`config.mk`:
```
export PLATFORM = sky130hd
export DESIGN_NAME = step_controller
export DESIGN_NICKNAME = d
export VERILOG_FILES = /design/src/rtl/step_controller_pkg.sv /design/src/rtl/step_controller_edge_detect.sv /design/src/rtl/step_controller.sv
export SDC_FILE = /design/constraint.sdc
export NUM_CORES = 1
export LEC_CHECK = 0
export ABC_AREA = 1
export CORE_MARGIN = 4
export CORE_UTILIZATION = 44
export CTS_BUF_LIST = sky130_fd_sc_hd__clkbuf_8 sky130_fd_sc_hd__clkbuf_16
export CTS_CLUSTER_SIZE = 25
export DETAILED_ROUTE_END_ITERATION = 7
export PLACE_DENSITY_LB_ADDON = 0.05
export SYNTH_ARGS = -nofsm -noshare
export SYNTH_HDL_FRONTEND = slang
export SYNTH_SLANG_ARGS = --single-unit
export TNS_END_PERCENT = 5
```
`constraint.sdc`:
```
create_clock -name clock -period 3.6 [get_ports clock]
set_input_delay 0.72 -clock clock [delete_from_list [all_inputs] [get_ports clock]]
set_output_delay 0.72 -clock clock [all_outputs]
set_load 0.03 [all_outputs]
```
`src/rtl/step_controller_pkg.sv`:
```
`timescale 1ns/1ps
`default_nettype none
// ============================================================================
//  Module   : step_controller_pkg
//  Purpose  : Phase encodings, opcode constants and FSM state type for the
//             multi-phase execution sequencer.
//  Revision : 1.0  initial release
// ============================================================================
package step_controller_pkg;

    localparam logic [2:0] PH_IDLE      = 3'd0;
    localparam logic [2:0] PH_FETCH     = 3'd1;
    localparam logic [2:0] PH_DECODE    = 3'd2;
    localparam logic [2:0] PH_EXECUTE   = 3'd3;
    localparam logic [2:0] PH_WRITEBACK = 3'd4;

    localparam logic [1:0] OP_ADD    = 2'b00;
    localparam logic [1:0] OP_LOAD   = 2'b01;
    localparam logic [1:0] OP_STORE  = 2'b10;
    localparam logic [1:0] OP_BRANCH = 2'b11;

    // State values equal the externally visible phase code.
    typedef enum logic [2:0] {
        ST_IDLE      = PH_IDLE,
        ST_FETCH     = PH_FETCH,
        ST_DECODE    = PH_DECODE,
        ST_EXECUTE   = PH_EXECUTE,
        ST_WRITEBACK = PH_WRITEBACK
    } state_t;

    function automatic logic writes_register(input logic [1:0] op);
        return (op == OP_ADD) || (op == OP_LOAD);
    endfunction

    function automatic logic writes_memory(input logic [1:0] op);
        return (op == OP_STORE);
    endfunction

endpackage : step_controller_pkg
`default_nettype wire

```
`src/rtl/step_controller_edge_detect.sv`:
```
`timescale 1ns/1ps
`default_nettype none
// ============================================================================
//  Module   : step_controller_edge_detect
//  Purpose  : Rising-edge detector for an already synchronised button level.
//  Revision : 1.0  initial release
// ============================================================================
module step_controller_edge_detect (
    input  logic clk,
    input  logic rst_n,
    input  logic i_level,
    output logic o_rise
);

    logic r_level_q;

    always_ff @(posedge clk or negedge rst_n) begin
        if (!rst_n) begin
            r_level_q <= 1'b0;
        end else begin
            r_level_q <= i_level;
        end
    end

    assign o_rise = i_level & ~r_level_q;

endmodule : step_controller_edge_detect
`default_nettype wire

```
`src/rtl/step_controller.sv`:
```
`timescale 1ns/1ps
`default_nettype none
// ============================================================================
//  Module   : step_controller
//  Purpose  : FETCH/DECODE/EXECUTE/WRITEBACK sequencer with run, single-step
//             and one hardware breakpoint; emits one-cycle commit enables.
//  Revision : 1.0  initial release
// ============================================================================
module step_controller
    import step_controller_pkg::*;
#(
    parameter int PC_WIDTH    = 8,
    parameter int COUNT_WIDTH = 16
) (
    input  logic                   clock,
    input  logic                   clear,
    input  logic                   tick,
    input  logic                   run_mode,
    input  logic                   step_request,
    input  logic                   break_enable,
    input  logic [PC_WIDTH-1:0]    break_address,
    input  logic [PC_WIDTH-1:0]    pc_value,
    input  logic [1:0]             opcode,
    output logic [2:0]             phase,
    output logic                   pc_write,
    output logic                   reg_write_enable,
    output logic                   mem_write_enable,
    output logic                   mem_read_enable,
    output logic                   halted,
    output logic                   breakpoint_hit,
    output logic [COUNT_WIDTH-1:0] instr_count
);

    state_t                 r_state;
    logic [1:0]             r_opcode;
    logic                   r_skip_break;
    logic                   r_break_hit;
    logic [COUNT_WIDTH-1:0] r_count;

    logic w_step_edge;
    logic w_start;
    logic w_break_match;
    logic w_commit;

    step_controller_edge_detect u_step_edge (
        .clk     (clock),
        .rst_n   (clear),
        .i_level (step_request),
        .o_rise  (w_step_edge)
    );

    assign w_start       = w_step_edge | run_mode;
    // A resume from a breakpoint stop must get past the very PC it stopped on.
    assign w_break_match = break_enable && (pc_value == break_address) && !r_skip_break;
    assign w_commit      = (r_state == ST_WRITEBACK) && tick;

    always_ff @(posedge clock or negedge clear) begin
        if (!clear) begin
            r_state      <= ST_IDLE;
            r_opcode     <= OP_ADD;
            r_skip_break <= 1'b0;
            r_break_hit  <= 1'b0;
            r_count      <= '0;
        end else begin
            case (r_state)
                ST_IDLE: begin
                    if (w_start) begin
                        r_state      <= ST_FETCH;
                        r_break_hit  <= 1'b0;
                        r_skip_break <= r_break_hit;
                    end
                end
                ST_FETCH: begin
                    if (tick) begin
                        if (w_break_match) begin
                            r_state     <= ST_IDLE;
                            r_break_hit <= 1'b1;
                        end else begin
                            r_state      <= ST_DECODE;
                            r_skip_break <= 1'b0;
                        end
                    end
                end
                ST_DECODE: begin
                    if (tick) begin
                        r_opcode <= opcode;
                        r_state  <= ST_EXECUTE;
                    end
                end
                ST_EXECUTE: begin
                    if (tick) begin
                        r_state <= ST_WRITEBACK;
                    end
                end
                ST_WRITEBACK: begin
                    if (tick) begin
                        r_count <= r_count + 1'b1;
                        r_state <= run_mode ? ST_FETCH : ST_IDLE;
                    end
                end
                default: begin
                    r_state <= ST_IDLE;
                end
            endcase
        end
    end

    assign phase            = r_state;
    assign halted           = (r_state == ST_IDLE);
    assign pc_write         = w_commit;
    assign reg_write_enable = w_commit && writes_register(r_opcode);
    assign mem_write_enable = w_commit && writes_memory(r_opcode);
    assign mem_read_enable  = ((r_state == ST_EXECUTE) || (r_state == ST_WRITEBACK))
                              && (r_opcode == OP_LOAD);
    assign breakpoint_hit   = r_break_hit;
    assign instr_count      = r_count;

endmodule : step_controller
`default_nettype wire

```
== Word level (Yosys, flattened, before mapping) ==
Cells that the tools add are included.

* Bits in registers: 24
* Output and inout port bits: 25
* Logic and storage cells: 57

* Add/sub/neg operators: 1
* Equal/unequal tests: 14
* Mux-type cells: 16
* Bitwise logic cells: 3
* Reductions and logical operators: 17

{| class="wikitable"
|+ Operators with widths
! cell !! count
|-
| adder 16 x 1 -> 16 bit, second input constant || 1
|-
| 2-to-1 mux 3 bit || 5
|-
| case mux 3 bit (5 select lines) || 1
|-
| inequality test 2 bit, second input constant || 6
|-
| equality test 8 bit || 1
|-
| AND reduction 4 bit || 2
|-
| 2-to-1 mux 1 bit || 7
|-
| equality test 3 x 2 -> 1 bit, second input constant || 2
|-
| logical AND 1 bit || 6
|-
| AND reduction 5 bit || 1
|-
| case mux 1 bit (2 select lines) || 2
|-
| AND reduction 2 bit || 2
|-
| equality test 3 x 1 -> 1 bit, second input constant || 1
|-
| equality test 3 bit, second input constant || 1
|-
| logical NOT 3 bit || 1
|-
| equality test 2 x 1 -> 1 bit, second input constant || 1
|-
| equality test 2 bit, second input constant || 1
|-
| logical NOT 2 bit || 1
|-
| logical OR 1 bit || 2
|-
| 2-to-1 mux 2 bit || 1
|-
| inequality test 2 x 1 -> 1 bit, second input constant || 1
|-
| nonzero test 2 bit || 1
|-
| AND 1 bit || 1
|-
| logical NOT 1 bit || 1
|-
| other kinds (2) || 2
|}

== Logic depth before layout (Yosys ltp) ==
* Depth after elaboration: 6
* Mapped depth: 11
* Gate-level depth less buffers: 11

== Hierarchy ==
A second synthesis with hierarchy kept.

* Cell total of the unflattened synthesis: 192
* Area total of the unflattened synthesis: 1443.9 sq um

{| class="wikitable"
|+ By module, submodules not included
! module !! times used !! cells each !! area an instance (sq um) !! seq. area each (sq um)
|-
| step_controller || 1 || 189 || 1408.9 || 575.6
|-
| step_controller_edge_detect || 1 || 3 || 35.0 || 25.0
|}

== Least setup slack after synthesis ==
Ideal clock, no wire load.

* Kind: reg-to-output
* Start point: reg r_state[0] (netlist: phase[0])
* End point: out mem_write_enable
* Arrival time: 1.614 ns
* Data required time: 2.880 ns
* Setup slack: 1.266 ns
* Cell stages (with the launch flop): 5
* Buffers on the path: 1
* Cells stage by stage: dfrtp_1 -> buf_6 -> nor2_4 -> nand3_4 -> nor3_1

* Longest elaborated chain between the ends: 3

{| class="wikitable"
|+ Ends and longest elaborated chain
! item !! line !! source
|-
| start: declaration || step_controller.sv:34 || <nowiki>state_t r_state;</nowiki>
|-
| start signal: assignment || step_controller.sv:98 || <nowiki>r_state <= run_mode ? ST_FETCH : ST_IDLE;</nowiki>
|-
| equality test 3 bit || step_controller.sv:55 || <nowiki>assign w_commit = (r_state == ST_WRITEBACK) && tick;</nowiki>
|-
| logical AND 1 bit || step_controller.sv:55 ||
|-
| logical AND 1 bit || step_controller.sv:112 || <nowiki>assign mem_write_enable = w_commit && writes_memory(r_opcode);</nowiki>
|-
| end: declaration || step_controller.sv:27 || <nowiki>output logic mem_write_enable,</nowiki>
|}

Every way passes these cells.

== Final worst setup path ==
* Start point: in tick
* End point: out mem_write_enable

* Longest elaborated chain between the ends: 2

{| class="wikitable"
|+ Ends and longest elaborated chain
! item !! line !! source
|-
| start: declaration || step_controller.sv:17 || <nowiki>input logic tick,</nowiki>
|-
| logical AND 1 bit || step_controller.sv:55 ||
|-
| logical AND 1 bit || step_controller.sv:112 ||
|}

Every way passes these cells.

==> results by group <==
Die
  • IO Pins: a little under 50
  • Die Width: slightly below 70 um
  • Placement Rows: 21
  • Core box area: 3390 um2
  • Die height: around 68 um
  • Initial cell density of the core: 46.22%
  • Die area: approximately 4600 um2

Logic synthesis
  • Post-synthesis sequential area ratio: about two fifths
  • Synth Register Bits: 24
  • Yosys cell types: 25
  • Post-Syn Area: 1567 um2
  • Commonest register cell after synthesis: dfrtp_1
  • Syn Inst Count: 222
  • Syn Nets: between 200 and 250
  • Syn. warnings: 0
  • Syn avg cell area: between 7 and 8 um2
  • Number of flops mapped to enable cells by yosys: 0
  • Asr flop ratio synth: 100.0%

Pwr
  • Final Power: 1.227 mW
  • Comb power frac: about 51%
  • Clk pwr share: 13.0%
  • Switch Pwr: 557.1 uW
  • Pleak: around 1.0 nW
  • Internal power: approximately 670 uW
  • Sw Share: a little under half
  • Power density over cell area: around 570 nW/um2
  • Max VDD drop: approximately 430 uV
  • Seq pwr share: between 30 and 40%

Detailed routing
  • WL/cell: 10.40 um
  • Final wirelength: approximately 3.3 mm
  • Detailed-route vias per instance: ~4.6
  • DRC Markers: 0
  • DR vias: around 1500
  • DRT Pass-1 Iters: 4
  • Initial drt markers: 65
  • Post-route ant nets: 0

Final layout
  • Layout area overhead: 36.74%
  • Most frequent cells in the layout: nand2_1, clkdlybuf4s50_1, inv_1
  • Commonest non-fill, non-tap cell in the layout: nand2_1
  • Nets@finish: 300
  • # fillers: approximately 300
  • Layout cells sized above 1: about 6.2%
  • ANT cells: 0

CTS
  • Reg clk slew, reported paths: roughly 0.080 ns
  • CTS tree: done
  • CTS Sinks: 24
  • TritonCTS Buffers: 3
  • Max Buffers Root-to-Sink: 2
  • H-Tree Level Count: 1
  • Setup fix buffers added after clock tree synthesis: 0
  • Root buf cell: clkbuf_8
  • Worst skew pair latency: 0.27 ns
  • CTS Hold Bufs: 0
  • Cells resized by post-CTS repair: 0

Min path
  • Hold Path Stages: 2
  • Min-delay worst type: reg2reg

Worst setup path
  • CP endpoint kind: primary output
  • CP max FO: 9
  • Crit start category: input port
  • CP required: 2.88 ns
  • Critical Path AT: between 2 and 2.5 ns
  • CP Class: in2out
  • Register-to-Register Path Depth: 10

STA
  • Final setup viols: 0
  • Final slew viol count: 0
  • Slew headroom: between 70 and 80%
  • Max Fclk: around 320 MHz
  • Hold Fails Final Rpt: 0
  • Final Cycle Share: about 86%
  • Hold WS: between 0.5 and 0.6 ns
  • Post-route setup TNS: 0 ns
  • Slew @ Worst Pin: between 0.3 and 0.4 ns
  • Crit path time final: approximately 3 ns
  • Skew final: ~0.0055 ns
  • RSZ-0062 raised after global routing: false

GRT
  • Global-route wire length before repair: roughly 5.7 mm
  • Tot GR Track Use: 16.14%
  • Grt met2 use: between 20% and 30%
  • GRT Residual Overflow: 0
  • Grt met3 use: 4.659%
  • Vias in the first global route: approximately 1400
  • Met1 usage: between 20% and 30%
  • Largest net degree at the start of global routing: 25
  • GR peak layer: met2
  • Antenna violations before repair: 0

Placed design
  • DP Wirelength: ~2.7 mm
  • I/O Buffers: 48
  • Gp weighted congestion: 0.8409

Status
  • Run status: finished clean

Run
  • Max cap viols: 0
-- routing by layer --
metal	up-vias	share of wire, %
li1	785	-
met1	650	48
met2	27	47
met3	2	5.0
met4	0	0.69
met5	-	0
-- sequential cells by signal (all words and copies together), names as in the netlist --
signal	cells
instr_count	16
phase	3
r_opcode	2
breakpoint_hit	1
r_skip_break	1
u_step_edge.r_level_q	1
-- metrics by stage --
stage	utilization [%]	setup slack [ns]	std cells	area, um2
detailed placement	61.98	0.4910	316	2101
CTS	63.20	0.4931	319	2142
floorplan	-	1.266	222	1567
finish	63.20	0.5148	319	2142
global placement	61.98	0.5173	316	2101
global route	63.20	0.4431	319	2142
-- cell usage after synthesis (all sizes together) (2+ instances only) --
master,instances,area (um2)
nand2,71,274.0
inv,41,153.9
nor2,28,127.6
dfrtp,24,600.6
nand3,13,82.58
xor2,10,87.58
o21ai,8,43.79
nand4,5,31.28
nor3,5,30.03
xnor2,5,43.79
a21oi,4,20.02
buf,2,18.77
o211ai,2,15.01
-- cell families after synthesis --
logic type | synth area share, %
compound gates | 5.911
xor+xnor | 8.386
fa+ha+maj | 0.7986
buf+inv | 11.02
flops | 38.34
mux | 0.7188
simple gates | 34.82
-- path summary, 6_finish.rpt --
check / startpoint / end / slack, ns
min in group asynchronous: clear / instr_count[6]$_DFFE_PN0P_ / 0.80
hold / removal: r_skip_break$_DFFE_PN0P_ / r_skip_break$_DFFE_PN0P_ / 0.52
hold reg to reg: r_skip_break$_DFFE_PN0P_ / r_skip_break$_DFFE_PN0P_ / 0.52
setup reg to reg: phase[2]$_DFFE_PN0P_ / phase[1]$_DFFE_PN0P_ / 2.10
setup / recovery: tick / mem_write_enable / 0.51
max in group asynchronous: clear / r_opcode[0]$_DFFE_PN0P_ / 2.55
-- worst max-delay path: stages --
cell             delay, ns
clkdlybuf4s50_1       0.60
nand3_4               0.18
nor3_1                0.17
clkdlybuf4s50_1       0.69
-- final cells by class --
type,count,area (um2),share of cell area (%)
Timing Repair Buffer,50,495.5,23.13
Tap cell,46,57.56,2.687
Multi-Input combinational cell,155,793.3,37.03
Sequential cell,24,600.6,28.04
Inverter,41,153.9,7.185
Clock buffer,3,41.29,1.928
-- power by group through the flow --
stage | registers (mW) | clock network (mW) | logic [mW]
after floorplan | 0.536 | 0 | 0.309
after global placement | 0.441 | 0 | 0.632
after detailed placement | 0.442 | 0 | 0.633
after CTS | 0.438 | 0.164 | 0.637
after global routing | 0.453 | 0.174 | 0.693
final | 0.437 | 0.160 | 0.630
Power figures use the tool's default switching activity.
==> patch 1 (same settings) <==
Set the parameter `PC_WIDTH` to 6 (it was 8).
--- a/src/rtl/step_controller.sv
+++ b/src/rtl/step_controller.sv
@@ -10,5 +10,5 @@
     import step_controller_pkg::*;
 #(
-    parameter int PC_WIDTH    = 8,
+    parameter int PC_WIDTH    = 6,
     parameter int COUNT_WIDTH = 16
 ) (
Interface: changed (resized break_address and pc_value); port bits go from 49 to 45. No check against the original RTL was run, so the function may have changed too.
==> patch 1 against the original RTL <==
Fmax is 3.5% lower. Register-to-register slack worse by 80 ps. Sequential cell count stayed put. Synthesized cell count is 3.6% lower. Cell area is 1.4% lower. Synthesized area is 2.2% lower. Routed wire length is 2.4% higher. Setup slack worse by 110 ps. Non-clock buffer count is 4 lower. First-iteration DRC count is 40% higher. Power is 4.8% higher. Critical path depth is 2 higher.
==> patch 1: results (changes against the original RTL) <==
* Top Metal Used: met4 (unchanged)
* Row count at 21 (unchanged)
* Pre-Repair DR Iteration Count at 4 (unchanged)
* Synth Area in XOR/XNOR at 6.86% (was 8.39%)
* Status: complete, no violations (unchanged)
* Non-clk invs at 37 (was 41)
* Post-CTS setup buffers at 0 (unchanged)
* M2 GR Usage at 29.2% (was 26.4%)
* Sequential cell area share at 28.4% (was 28.0%)
* DR WL met2 at 1670 um (was 1550 um)
* Later-pin clock latency in the skew report at 270 ps (about the same)
* Fin cells at 309 (was 319)
* Buffer share of cell area at 21.6% (was 23.1%)
* Mux cell area share after synthesis at 0.735% (was 0.719%)
* Synthesized-area fraction occupied by adder cells at 0.816% (was 0.799%)
* Worst-Margin Slew at 344 ps (was 336 ps)
* Worst slack, placed at 403 ps (was 491 ps)
* Routed wire length at 3400 um (was 3320 um)
* Clk_skew at 4.88 ps (was 5.50 ps)
* Distinct cells, synth at 28 (was 25)
* Pleak at 1.04 nW (about the same)
* DR iter-0 viols at 91 (was 65)
* Detail Placement HPWL at 2710 um (was 2690 um)
* First-pass GRT wire length at 5720 um (was 5690 um)
* Synth cell count leaders: nand2_1, inv_1, nor2_1 (unchanged)
* VDD IR max at 0.000411 V (was 0.000432 V)
* Met1 usage at 19.7% (was 20.9%)
* Crit path max fanout at 5 (was 9)
* Leading post-synthesis cells by cell area: dfrtp_1, nand2_1, inv_1 (unchanged)
* Total of fill cells in the finished design at 324 (was 295)
* Share of layout cells above drive strength 1 at 6.08% (was 6.23%)
* WP data arrival at 2480 ps (was 2370 ps)
* Via-per-instance ratio at 4.64 (was 4.59)
* Port bufs at 44 (was 48)
* Initial antenna violation count at 0 (unchanged)
* Clk cell area share at 3.38% (was 1.93%)
* Net count after synthesis at 235 (was 247)
* Largest register FFs at 16 (unchanged)
* Met3 Resource Use GR at 4.22% (was 4.66%)
* Pwr dens at 609 mW/mm^2 (was 573 mW/mm^2)
* Critical Path Slowest Stage Cell: clkdlybuf4s50_1 (unchanged)
* DP Area at 0.00204 sq mm (was 0.00210 sq mm)
* Met1 Routed Length at 1530 um (was 1580 um)
* Seq/Total Area, Yosys at 39.2% (was 38.3%)
* Clock transition at the registers of the reported paths at 90 ps
* Compound-Gate Fraction of Synth Area at 6.04% (was 5.91%)
* All-Layer GR Usage at 16.4% (was 16.1%)
* Multi-input logic area at 786 sq um (was 793 sq um)
* Non-CTS buffers at 46 (was 50)
* Clock Tree Root: clkbuf_8 (unchanged)
* Vias in the first global route at 1347 (was 1357)
* WL met3 at 177 um (was 166 um)
* Cts repair resizes at 0 (unchanged)
* Multi-In Gates at 152 (was 155)
* Cells after Synth at 214 (was 222)
* Final nets at 285 (was 300)
* Final Wtd Congestion at 0.781 (was 0.841)
-- patch 1: cell count changes after synthesis, sizes merged --
cell and delta:
buf -1, inv -4, nand2 -3, nand3 -3, nand3b +1, nor2 +1, nor3 +2, nor3b +1
or2 +1, xnor2 +3, xor2 -6
-- patch 1: final timing paths --
check                                                  end                       start  cells past startpoint  slack [ps]
max                                       mem_write_enable                        tick                      6         400
min                             instr_count[3]$_DFFE_PN0P_  instr_count[3]$_DFFE_PN0P_                      1         520
max reg2reg                     instr_count[8]$_DFFE_PN0P_        phase[0]$_DFFE_PN0P_                      7        2020
min reg2reg                     instr_count[3]$_DFFE_PN0P_  instr_count[3]$_DFFE_PN0P_                      1         520
max in group asynchronous       instr_count[0]$_DFFE_PN0P_                       clear                      2        2560
min in group asynchronous  u_step_edge.r_level_q$_DFF_PN0_                       clear                      2         800
-- patch 1: power breakdown --
part           switching [mW]  internal [mW]  leakage (nW)
combinational           0.368          0.247         0.690
clock                  0.0924          0.149        0.0357
sequential             0.0879          0.341         0.310
==> patch 2 (same settings) <==
Made on the original files. Register the outputs `pc_write`, `reg_write_enable`, `mem_write_enable`, `mem_read_enable` and `halted`, cleared by the reset; this adds one clock of latency there. The other outputs are not delayed to match.
--- a/src/rtl/step_controller.sv
+++ b/src/rtl/step_controller.sv
@@ -107,10 +107,19 @@
 
     assign phase            = r_state;
-    assign halted           = (r_state == ST_IDLE);
-    assign pc_write         = w_commit;
-    assign reg_write_enable = w_commit && writes_register(r_opcode);
-    assign mem_write_enable = w_commit && writes_memory(r_opcode);
-    assign mem_read_enable  = ((r_state == ST_EXECUTE) || (r_state == ST_WRITEBACK))
-                              && (r_opcode == OP_LOAD);
+    always_ff @(posedge clock or negedge clear) begin
+        if (!clear) begin
+            pc_write         <= '0;
+            reg_write_enable <= '0;
+            mem_write_enable <= '0;
+            mem_read_enable  <= '0;
+            halted           <= '0;
+        end else begin
+            pc_write         <= w_commit;
+            reg_write_enable <= w_commit && writes_register(r_opcode);
+            mem_write_enable <= w_commit && writes_memory(r_opcode);
+            mem_read_enable  <= ((r_state == ST_EXECUTE) || (r_state == ST_WRITEBACK)) && (r_opcode == OP_LOAD);
+            halted           <= (r_state == ST_IDLE);
+        end
+    end
     assign breakpoint_hit   = r_break_hit;
     assign instr_count      = r_count;
Formal check against the unedited RTL: not equivalent (a bounded check fails within 4 cycles, from zero or initial values).
==> patch 2 against the original RTL <==
Power rose by 13%. Routed wire length up 0.63%. Global-route usage shrank 1.4 points. Die area is 7.0% higher. Hold slack got worse by 99 ps. Setup slack better by 820 ps. Combinational power decreased by 2%. Synthesized area up 8.0%. Count of clock-buffer cells in the layout increased by 3. Synthesized cell count is 2.3% higher. Largest power group unchanged. First-iteration DRC count fell by 4.6%. Cell area grew 7.7%. Critical path type is now reg2out. Sequential cell count grew 5.
==> patch 2: results (changes against the original RTL) <==
* Synthesized-area fraction occupied by adder cells at 0.740% (was 0.799%)
* Worst setup path startpoint: phase[0]$_DFFE_PN0P_ (was tick)
* H-tree depth at 2 (was 1)
* Synth Area in XOR/XNOR at 7.77% (was 8.39%)
* Share of layout cells above drive strength 1 at 6.76% (was 6.23%)
* Pleak at 1.13 nW (was 1.04 nW)
* Hold depth at 1 (was 2)
* CP endpoint: phase[0] (was mem_write_enable)
* Via-per-instance ratio at 4.59 (about the same)
* DR iter-0 viols at 62 (was 65)
* Leading post-synthesis cells by cell area: dfrtp_1, nand2_1, inv_1 (unchanged)
* Clk_skew at 6.55 ps (was 5.50 ps)
* Relative slew slack at 76.1% (was 77.6%)
* Total of fill cells in the finished design at 354 (was 295)
* Clock transition at the registers of the reported paths at 60 ps (was 80 ps)
* Fin worst setup slack at 1340 ps (was 515 ps)
* WS Path Type: reg2out (was in2out)
* Worst slack, placed at 1450 ps (was 491 ps)
* Routed wire length at 3340 um (was 3320 um)
* Utilization after layout at 62.6% (was 63.2%)
* R2r setup slk at 2140 ps (was 2100 ps)
* Hold_ws at 425 ps (was 524 ps)
* Largest register FFs at 16 (unchanged)
* First-pass GRT wire length at 5840 um (was 5690 um)
* Vias in the first global route at 1288 (was 1357)
* VDD IR max at 0.000254 V (was 0.000432 V)
* Later-pin clock latency in the skew report at 270 ps (about the same)
* Fin cells at 329 (was 319)
* CP peak stage delay at 740 ps (was 690 ps)
* All-Layer GR Usage at 14.7% (was 16.1%)
* Seq/Total Area, Yosys at 42.9% (was 38.3%)
* Initial antenna violation count at 0 (unchanged)
* CTS Buf Count at 5 (was 3)
* Synth cell count leaders: nand2_1, inv_1, dfrtp_1 (was nand2_1, inv_1, nor2_1)
* Crit path max fanout at 9 (unchanged)
* Critical R2R Capture: phase[1]$_DFFE_PN0P_ (unchanged)
* Hold endpoint: reg_write_enable$_DFF_PN0_ (was r_skip_break$_DFFE_PN0P_)
* Final Wtd Congestion at 0.791 (was 0.841)
* Largest net degree at the start of global routing at 30 (was 25)
* Mux cell area share after synthesis at 0.666% (was 0.719%)
* Hold_sp: r_opcode[1]$_DFFE_PN0P_ (was r_skip_break$_DFFE_PN0P_)
* Switching Fraction at 41.7% (was 45.4%)
* Compound-Gate Fraction of Synth Area at 5.47% (was 5.91%)
* Syn Area/Cell at 7.45 sq um (was 7.06 sq um)
* Detail Placement HPWL at 2650 um (was 2690 um)
* Clock Tree Root: clkbuf_8 (unchanged)
* Status: complete, no violations (unchanged)
* Final nets at 306 (was 300)
* Net count after synthesis at 252 (was 247)
* DP Area at 0.00222 sq mm (was 0.00210 sq mm)
* Placed Cells at 322 (was 316)
* WP data arrival at 1540 ps (was 2370 ps)
patch 2: layout make-up:
type	count	area, sq um	share of cell area [%]
Sequential cell	29	726	31.5
Inverter	41	154	6.67
Clock inverter	1	3.75	0.163
Tap cell	48	60.1	2.60
Timing Repair Buffer	49	488	21.1
Multi-Input combinational cell	155	793	34.4
Clock buffer	6	82.6	3.58
patch 2: power groups by stage:
stage          clock network (mW)  registers [mW]  logic, mW
2_1_floorplan                   0           0.622      0.284
4_1_cts                     0.265           0.506      0.622
5_1_grt                     0.284           0.524      0.679
6_report                    0.259           0.506      0.616
3_3_place_gp                    0           0.510      0.616
3_5_place_dp                    0           0.510      0.619
patch 2: layer usage:
layer | share of wire [%] | track usage (%) | routed length, um | up-vias
li1 | - | - | - | 803
met1 | 49 | 20.3 | 1630 | 666
met2 | 43 | 20.7 | 1450 | 38
met3 | 6.8 | 5.76 | 227 | 2
met4 | 1.0 | 5.74 | 34 | 0
met5 | 0 | 0 | 0 | -
